`config.mk`:
```
export PLATFORM = sky130hd
export DESIGN_NAME = alu_operand_stage
export DESIGN_NICKNAME = d
export VERILOG_FILES = /design/src/rtl/alu_operand_stage.sv
export SDC_FILE = /design/constraint.sdc
export NUM_CORES = 1
export LEC_CHECK = 0
export ABC_AREA = 1
export ABC_CLOCK_PERIOD_IN_PS = 5200
export BUFFER_PORTS_ARGS = -buffer_cell sky130_fd_sc_hd__buf_2
export CAP_MARGIN = 20
export CORE_MARGIN = 5
export CORE_UTILIZATION = 45
export CTS_CLUSTER_SIZE = 28
export DETAILED_ROUTE_END_ITERATION = 16
export PLACE_DENSITY = 0.72
export RECOVER_POWER = 25
export REMOVE_ABC_BUFFERS = 1
export SETUP_SLACK_MARGIN = 0.05
export SYNTH_ARGS = -nofsm -noshare
export SYNTH_HDL_FRONTEND = slang
export SYNTH_SLANG_ARGS = --single-unit
export TNS_END_PERCENT = 1
```
`constraint.sdc`:
```
create_clock -name clk -period 5.2 [get_ports clk]
set_input_delay 0.52 -clock clk [delete_from_list [all_inputs] [get_ports clk]]
set_output_delay 0.52 -clock clk [all_outputs]
set_load 0.005 [all_outputs]
```
`src/rtl/alu_operand_stage.sv`:
```
// alu_operand_stage: register read and operand latch in front of the 16-bit ALU.
// 8 x N register file (r0 hardwired to zero) with write-through bypass from write-back.
// Operand 2 is either a register or the immediate.
// Operands and the op code are registered one cycle after issue, with stall and flush.
module alu_operand_stage #(
   parameter int N          = 16,
   parameter int REG_ADDR_W = 3
) (
   input  logic                  clk,
   input  logic                  rst,
   input  logic                  valid_in,
   input  logic [REG_ADDR_W-1:0] rs1_addr,
   input  logic [REG_ADDR_W-1:0] rs2_addr,
   input  logic [N-1:0]          imm,
   input  logic                  use_imm,
   input  logic [2:0]            alu_ctrl_in,
   input  logic                  stall,
   input  logic                  flush,
   input  logic                  wr_en,
   input  logic [REG_ADDR_W-1:0] wr_addr,
   input  logic [N-1:0]          wr_data,
   output logic [N-1:0]          ALU_in_1,
   output logic [N-1:0]          ALU_in_2,
   output logic [2:0]            ALU_control_out,
   output logic                  valid_out
);

   localparam int NUM_REGS = 1 << REG_ADDR_W;

   // Everything the ALU sees from this stage, latched as one unit.
   typedef struct packed {
      logic [N-1:0] op1;
      logic [N-1:0] op2;
      logic [2:0]   ctrl;
   } opnd_t;

   logic [NUM_REGS-1:0][N-1:0] regs;
   logic [N-1:0]               rd1, rd2;
   opnd_t                      opnd_nxt, opnd_q;
   logic                       vld_q;

   // Register file write port.
   // Entry 0 is never written, so it stays zero from reset onward.
   always_ff @(posedge clk or posedge rst) begin
      if (rst)
         regs <= '0;
      else if (wr_en && (wr_addr != '0))
         regs[wr_addr] <= wr_data;
   end

   // Read ports.
   // A same-cycle write to the addressed register is forwarded, so a
   // write-then-read hazard needs no stall.
   always_comb begin
      rd1 = '0;
      rd2 = '0;
      if (rs1_addr != '0)
         rd1 = (wr_en && (wr_addr == rs1_addr)) ? wr_data : regs[rs1_addr];
      if (rs2_addr != '0)
         rd2 = (wr_en && (wr_addr == rs2_addr)) ? wr_data : regs[rs2_addr];
   end

   // Next operand bundle.
   // A bubble (valid_in=0) loads zeros so a dead slot never carries stale data.
   always_comb begin
      opnd_nxt = '0;
      if (valid_in) begin
         opnd_nxt.op1  = rd1;
         opnd_nxt.op2  = use_imm ? imm : rd2;
         opnd_nxt.ctrl = alu_ctrl_in;
      end
   end

   // Output register: flush beats stall, and stall holds everything.
   always_ff @(posedge clk or posedge rst) begin
      if (rst) begin
         opnd_q <= '0;
         vld_q  <= 1'b0;
      end else if (flush) begin
         opnd_q <= '0;
         vld_q  <= 1'b0;
      end else if (!stall) begin
         opnd_q <= opnd_nxt;
         vld_q  <= valid_in;
      end
   end

   assign ALU_in_1        = opnd_q.op1;
   assign ALU_in_2        = opnd_q.op2;
   assign ALU_control_out = opnd_q.ctrl;
   assign valid_out       = vld_q;

endmodule
```
Yosys cells after proc, flatten, opt, wreduce, memory -nomap -nowiden. Cells that the tools add are included.

Order comparisons: 4. Eq/ne operators: 3. Multiplexer cells: 17. Reductions and logical operators: 7.

Operators by type and width (number): bitwise mux 128 bit (1); two-way mux 16 bit (8); two-way mux 35 bit (3); binary-select mux 16 bit (select 3 bit) (2); demux 16 bit (select 3 bit) (1); less-than comparator 3 x 4 -> 1 bit, second input constant (3); nonzero test 3 bit (3); equality test 3 bit (2); logical AND 1 bit (4); >= comparator 3 x 1 -> 1 bit, second input constant (1); two-way mux 1 bit (2); inequality test 2 x 1 -> 1 bit, second input constant (1).

Bits in registers: 164. Bits of input ports: 51. Output and inout port bits: 36.

Logic depth before layout (Yosys ltp).
Depth in word-level cells: 8. Mapped depth: 13.

Least setup slack after synthesis. OpenSTA, ideal clock, no wires.

Path kind: input-to-reg. Start: input port rs1_addr[0]. End: register opnd_q, in the netlist ALU_in_1[15]. Setup time: 0.118 ns. Arrival: 1.513 ns. Required time: 5.082 ns. Slack: 3.569 ns. Stages on the path: 7. Path buffers: 2. Path through: buf_2 or2_4 a21oi_4 buf_4 nand3_1 nand3_1 nand2_1.

Word-level cells in the longest chain between the ends: 7. Elaborated cells between the ends (all ways): 10. Those cells by class: 1 x eq/ne; 7 x mux; 2 x reduce/logical.

Ends and longest elaborated chain: start, declared (RTL line 12) `input logic [REG_ADDR_W-1:0] rs1_addr,`; binary-select mux 16 bit (select 3 bit) or equality test 3 bit (tied branches) (RTL line 58) `rd1 = (wr_en && (wr_addr == rs1_addr)) ? wr_data : regs[rs1_addr];`; two-way mux 16 bit (not written as such) or logical AND 1 bit (tied branches) (RTL line 58); two-way mux 16 bit (RTL line 58); two-way mux 16 bit * (RTL line 57) `if (rs1_addr != '0)`; two-way mux 35 bit * (RTL line 67) `if (valid_in) begin`; two-way mux 35 bit * (RTL line 82) `end else if (!stall) begin`; two-way mux 35 bit * (RTL line 79) `end else if (flush) begin`; end signal, assigned (RTL line 83) `opnd_q <= opnd_nxt;`; end, declared (RTL line 39) `opnd_t opnd_nxt, opnd_q;`.

Every way passes the cells marked *; elsewhere a longest branch is shown, timed or not. The select of a mux whose other input is x is not followed. A chain may end at the register's enable or synchronous reset.

Worst setup path in the final report.
Start: input port rs2_addr[0]. End: register opnd_q, in the netlist ALU_in_2[15].

Word-level cells in the longest chain between the ends: 8. Elaborated cells between the ends (all ways): 11. Those cells by class: 1 x eq/ne; 8 x mux; 2 x reduce/logical.

Ends and longest elaborated chain: start, declared (RTL line 13) `input logic [REG_ADDR_W-1:0] rs2_addr,`; binary-select mux 16 bit (select 3 bit) or equality test 3 bit (tied branches) (RTL line 60) `rd2 = (wr_en && (wr_addr == rs2_addr)) ? wr_data : regs[rs2_addr];`; two-way mux 16 bit (not written as such) or logical AND 1 bit (tied branches) (RTL line 60); two-way mux 16 bit (RTL line 60); two-way mux 16 bit * (RTL line 59) `if (rs2_addr != '0)`; two-way mux 16 bit * (RTL line 69) `opnd_nxt.op2 = use_imm ? imm : rd2;`; two-way mux 35 bit * (RTL line 67); two-way mux 35 bit * (RTL line 82); two-way mux 35 bit * (RTL line 79).

Marked as above.

==> reports/metrics.csv <==
stage,metric,value,unit
logic_synthesis,#FFs+latches synth,164,
global_route,Total GRT Usage,25.9,%
drt,Iter 0 DRT Violations,1130,
clock_tree,Root Driver,clkbuf_16,
clock_tree,Post-CTS Setup Repair Bufs,0,
logic_synthesis,Cells after Synth,1245,
pwr,PD cells,342,mW/mm2
logic_synthesis,top-area cell type share of the netlist area,46.3,%
clock_tree,clock tree buffer depth,2,
min_path,HP Class,primary input to async pin,
logic_synthesis,most frequent cells after synthesis,"512 x nand2_1, 245 x nand3_1, 164 x dfrtp_1",
logic_synthesis,"area leader, netlist",dfrtp_1,
worst_setup_path,crit path capture type,register,
logic_synthesis,syn_area_per_cell,7.11,um2
placed_design,GPL Wtd Cong,0.819,
drt,DRT Pass-1 Iters,7,
timing,post-layout min period,2640,ps
drt,Detail Route Antenna Nets,0,
clock_tree,TritonCTS buffer count,17,
clock_tree,hold buffer count at cts,0,
drt,Vias per Instance,5.74,
clock_tree,CTS tree,yes,
clock_tree,H-tree Lvls,4,
logic_synthesis,asr flop ratio synth,100,%
logic_synthesis,Post-synth EDFFs,0,
drt,DR vias,8884,
logic_synthesis,yosys warns,0,
final_layout,P&R area growth vs syn,11.9,%
floorplanning,Die Y,150,um
status,status,"complete, no violations",
clock_tree,CTS Sinks,164,
global_route,GR Overflow Total,0,
pwr,total power,3390,uW
floorplanning,Die W,150,um
floorplanning,total core area,0.0194,mm2
timing,setup_tns,0,ps
pwr,Leak,0.00509,uW
logic_synthesis,sequential area share after synthesis,46.3,%
drt,# DRC,0,
final_layout,diode count,0,
timing,final setup fails,0,
timing,Final Hold Vio Count,0,
placed_design,dpl cell area,0.00933,mm2
worst_setup_path,"Data arrival, critical path",3000,ps
logic_synthesis,top-count cell post-synth,nand2_1,
final_layout,post-route cell area,0.00991,mm2
timing,clk_skew,5.09,ps
floorplanning,Die ar.,0.0226,mm2
global_route,largest net degree at the start of global routing,84,
timing,final-report max-slew violation count,0,
pwr,Peak VDD IR,0.234,mV
floorplanning,IO Pins,87,
worst_setup_path,depth of the worst register-to-register path,8,
timing,Slew headroom,33.3,%
final_layout,share of cells above drive strength 1,12.3,%
timing,final worst setup slack,2560,ps
drt,Routed WL,28800,um
logic_synthesis,synth unique cells,29,
placed_design,Port Buffers,86,
placed_design,detailed placement HPWL,15900,um
run,MaxCap Viol Count,0,
clock_tree,Post-CTS Resized,0,
timing,final period utilization,50.7,%
worst_setup_path,Crit Path Category,primary input to register,
timing,RSZ-0062 raised after global routing,false,
floorplanning,Initial Utilization,45.6,%
clock_tree,worst skew pair latency,420,ps
timing,f_max,0.380,GHz
clock_tree,"CTS clk-pin slew, worst paths",60,ps
drt,WL/cell,18.6,um
logic_synthesis,synthesized area,0.00885,mm2
timing,Tightest Pin Transition,999,ps
floorplanning,row count,51,
logic_synthesis,Area contributors post-synth,"dfrtp_1 46%, nand2_1 22%, nand3_1 14%",
worst_setup_path,critical path required time,5560,ps
worst_setup_path,critical path peak fanout,66,
placed_design,Place WS,2260,ps
logic_synthesis,"Primary FF master, synth",dfrtp_1,
global_route,global-route wire length before repair,45500,um
final_layout,nets,1321,
global_route,number of global-route vias before repair,8456,
global_route,initial antenna violation count,0,
worst_setup_path,Startpoint Class,primary input,
-- through the flow --
stage                     util [%]  hold WS (ps)  std cells
after global routing          51.1           313       1547
after detailed placement      48.1           389       1514
after CTS                     50.9           276       1545
after floorplan                  -           374       1146
after global placement        48.1           388       1514
final                         51.1           264       1547
-- critical path, cell delays in order --
cell     delay (ps)
buf_2           110
inv_2            50
buf_4           660
nor2_1          160
nor2_4          490
nand2_2         480
nand3_1         240
nand2_1          70
nand2_1          60
nand2_1          50
nand2_1          70
-- report_power, final --
group          internal (uW)  switching, uW
Sequential              1450            138
Combinational            223            400
Clock                    664            512
-- layout make-up --
type / instances / area, um2
sequential: 164 / 4100
tap: 265 / 332
multi-input combinational: 929 / 4130
inverter: 53 / 206
timing repair buffer: 105 / 598
clock buffer: 21 / 450
clock inverter: 10 / 85.1
fill: 1953 / 9490
-- layout by cell type (no fill, tap or decap) --
cell type / instances
nand2_1: 512
nand3_1: 245
dfrtp_1: 164
o21ai_0: 103
buf_2: 84
inv_1: 44
a21oi_1: 25
clkbuf_16: 17
buf_4: 17
nor2_1: 14
inv_2: 7
o211ai_1: 7
nand3_2: 6
clkinv_2: 5
clkbuf_1: 5
clkinvlp_4: 4
nor2_4: 3
a22o_1: 3
nor3_4: 1
inv_6: 1
nor3_2: 1
inv_4: 1
a31oi_4: 1
nand2_2: 1
o22ai_1: 1
nor2_2: 1
or2_4: 1
o21ai_1: 1
a21oi_4: 1
nand2_4: 1
a31oi_2: 1
bufinv_16: 1
clkbuf_8: 1
buf_16: 1
buf_8: 1
-- layer usage --
| metal | vias up | track usage [%] | part of all wire [%] |
|---|---|---|---|
| met5 | - | 0 | 0 |
| met4 | 0 | 8.83 | 3.1 |
| met3 | 89 | 5.54 | 11 |
| met2 | 581 | 40.6 | 45 |
| met1 | 4129 | 35.9 | 40 |
| li1 | 4085 | - | - |
-- registers in the layout, summed over array words and instances (netlist names) --
name and count:
ALU_in_2 16, ALU_in_1 16, ALU_control_out 3, regs 128, valid_out 1
-- cells by family (layout without fill, tap and decap cells) --
family,count (synthesis),after routing,share of synthesized area (%)
buffers and inverters,152,189,7.18
AOI/OAI and AO/OA,143,143,8.82
DFF,164,164,46.3
and+or+nand+nor,786,786,37.7
-- worst paths after layout --
check | start | endpoint | slack, ps
hold reg to reg | regs[0]$_DFFE_PP0P_ | regs[0]$_DFFE_PP0P_ | 400
setup / recovery | rs2_addr[0] | ALU_in_2[15]$_DFFE_PP0P_ | 2560
min in group clk | wr_data[3] | regs[115]$_DFFE_PP0P_ | 310
setup reg to reg | regs[43]$_DFFE_PP0P_ | ALU_in_2[11]$_DFFE_PP0P_ | 4040
max in group asynchronous | rst | ALU_in_1[5]$_DFFE_PP0P_ | 3790
hold / removal | rst | regs[32]$_DFFE_PP0P_ | 260
Power figures use the tool's default switching activity.
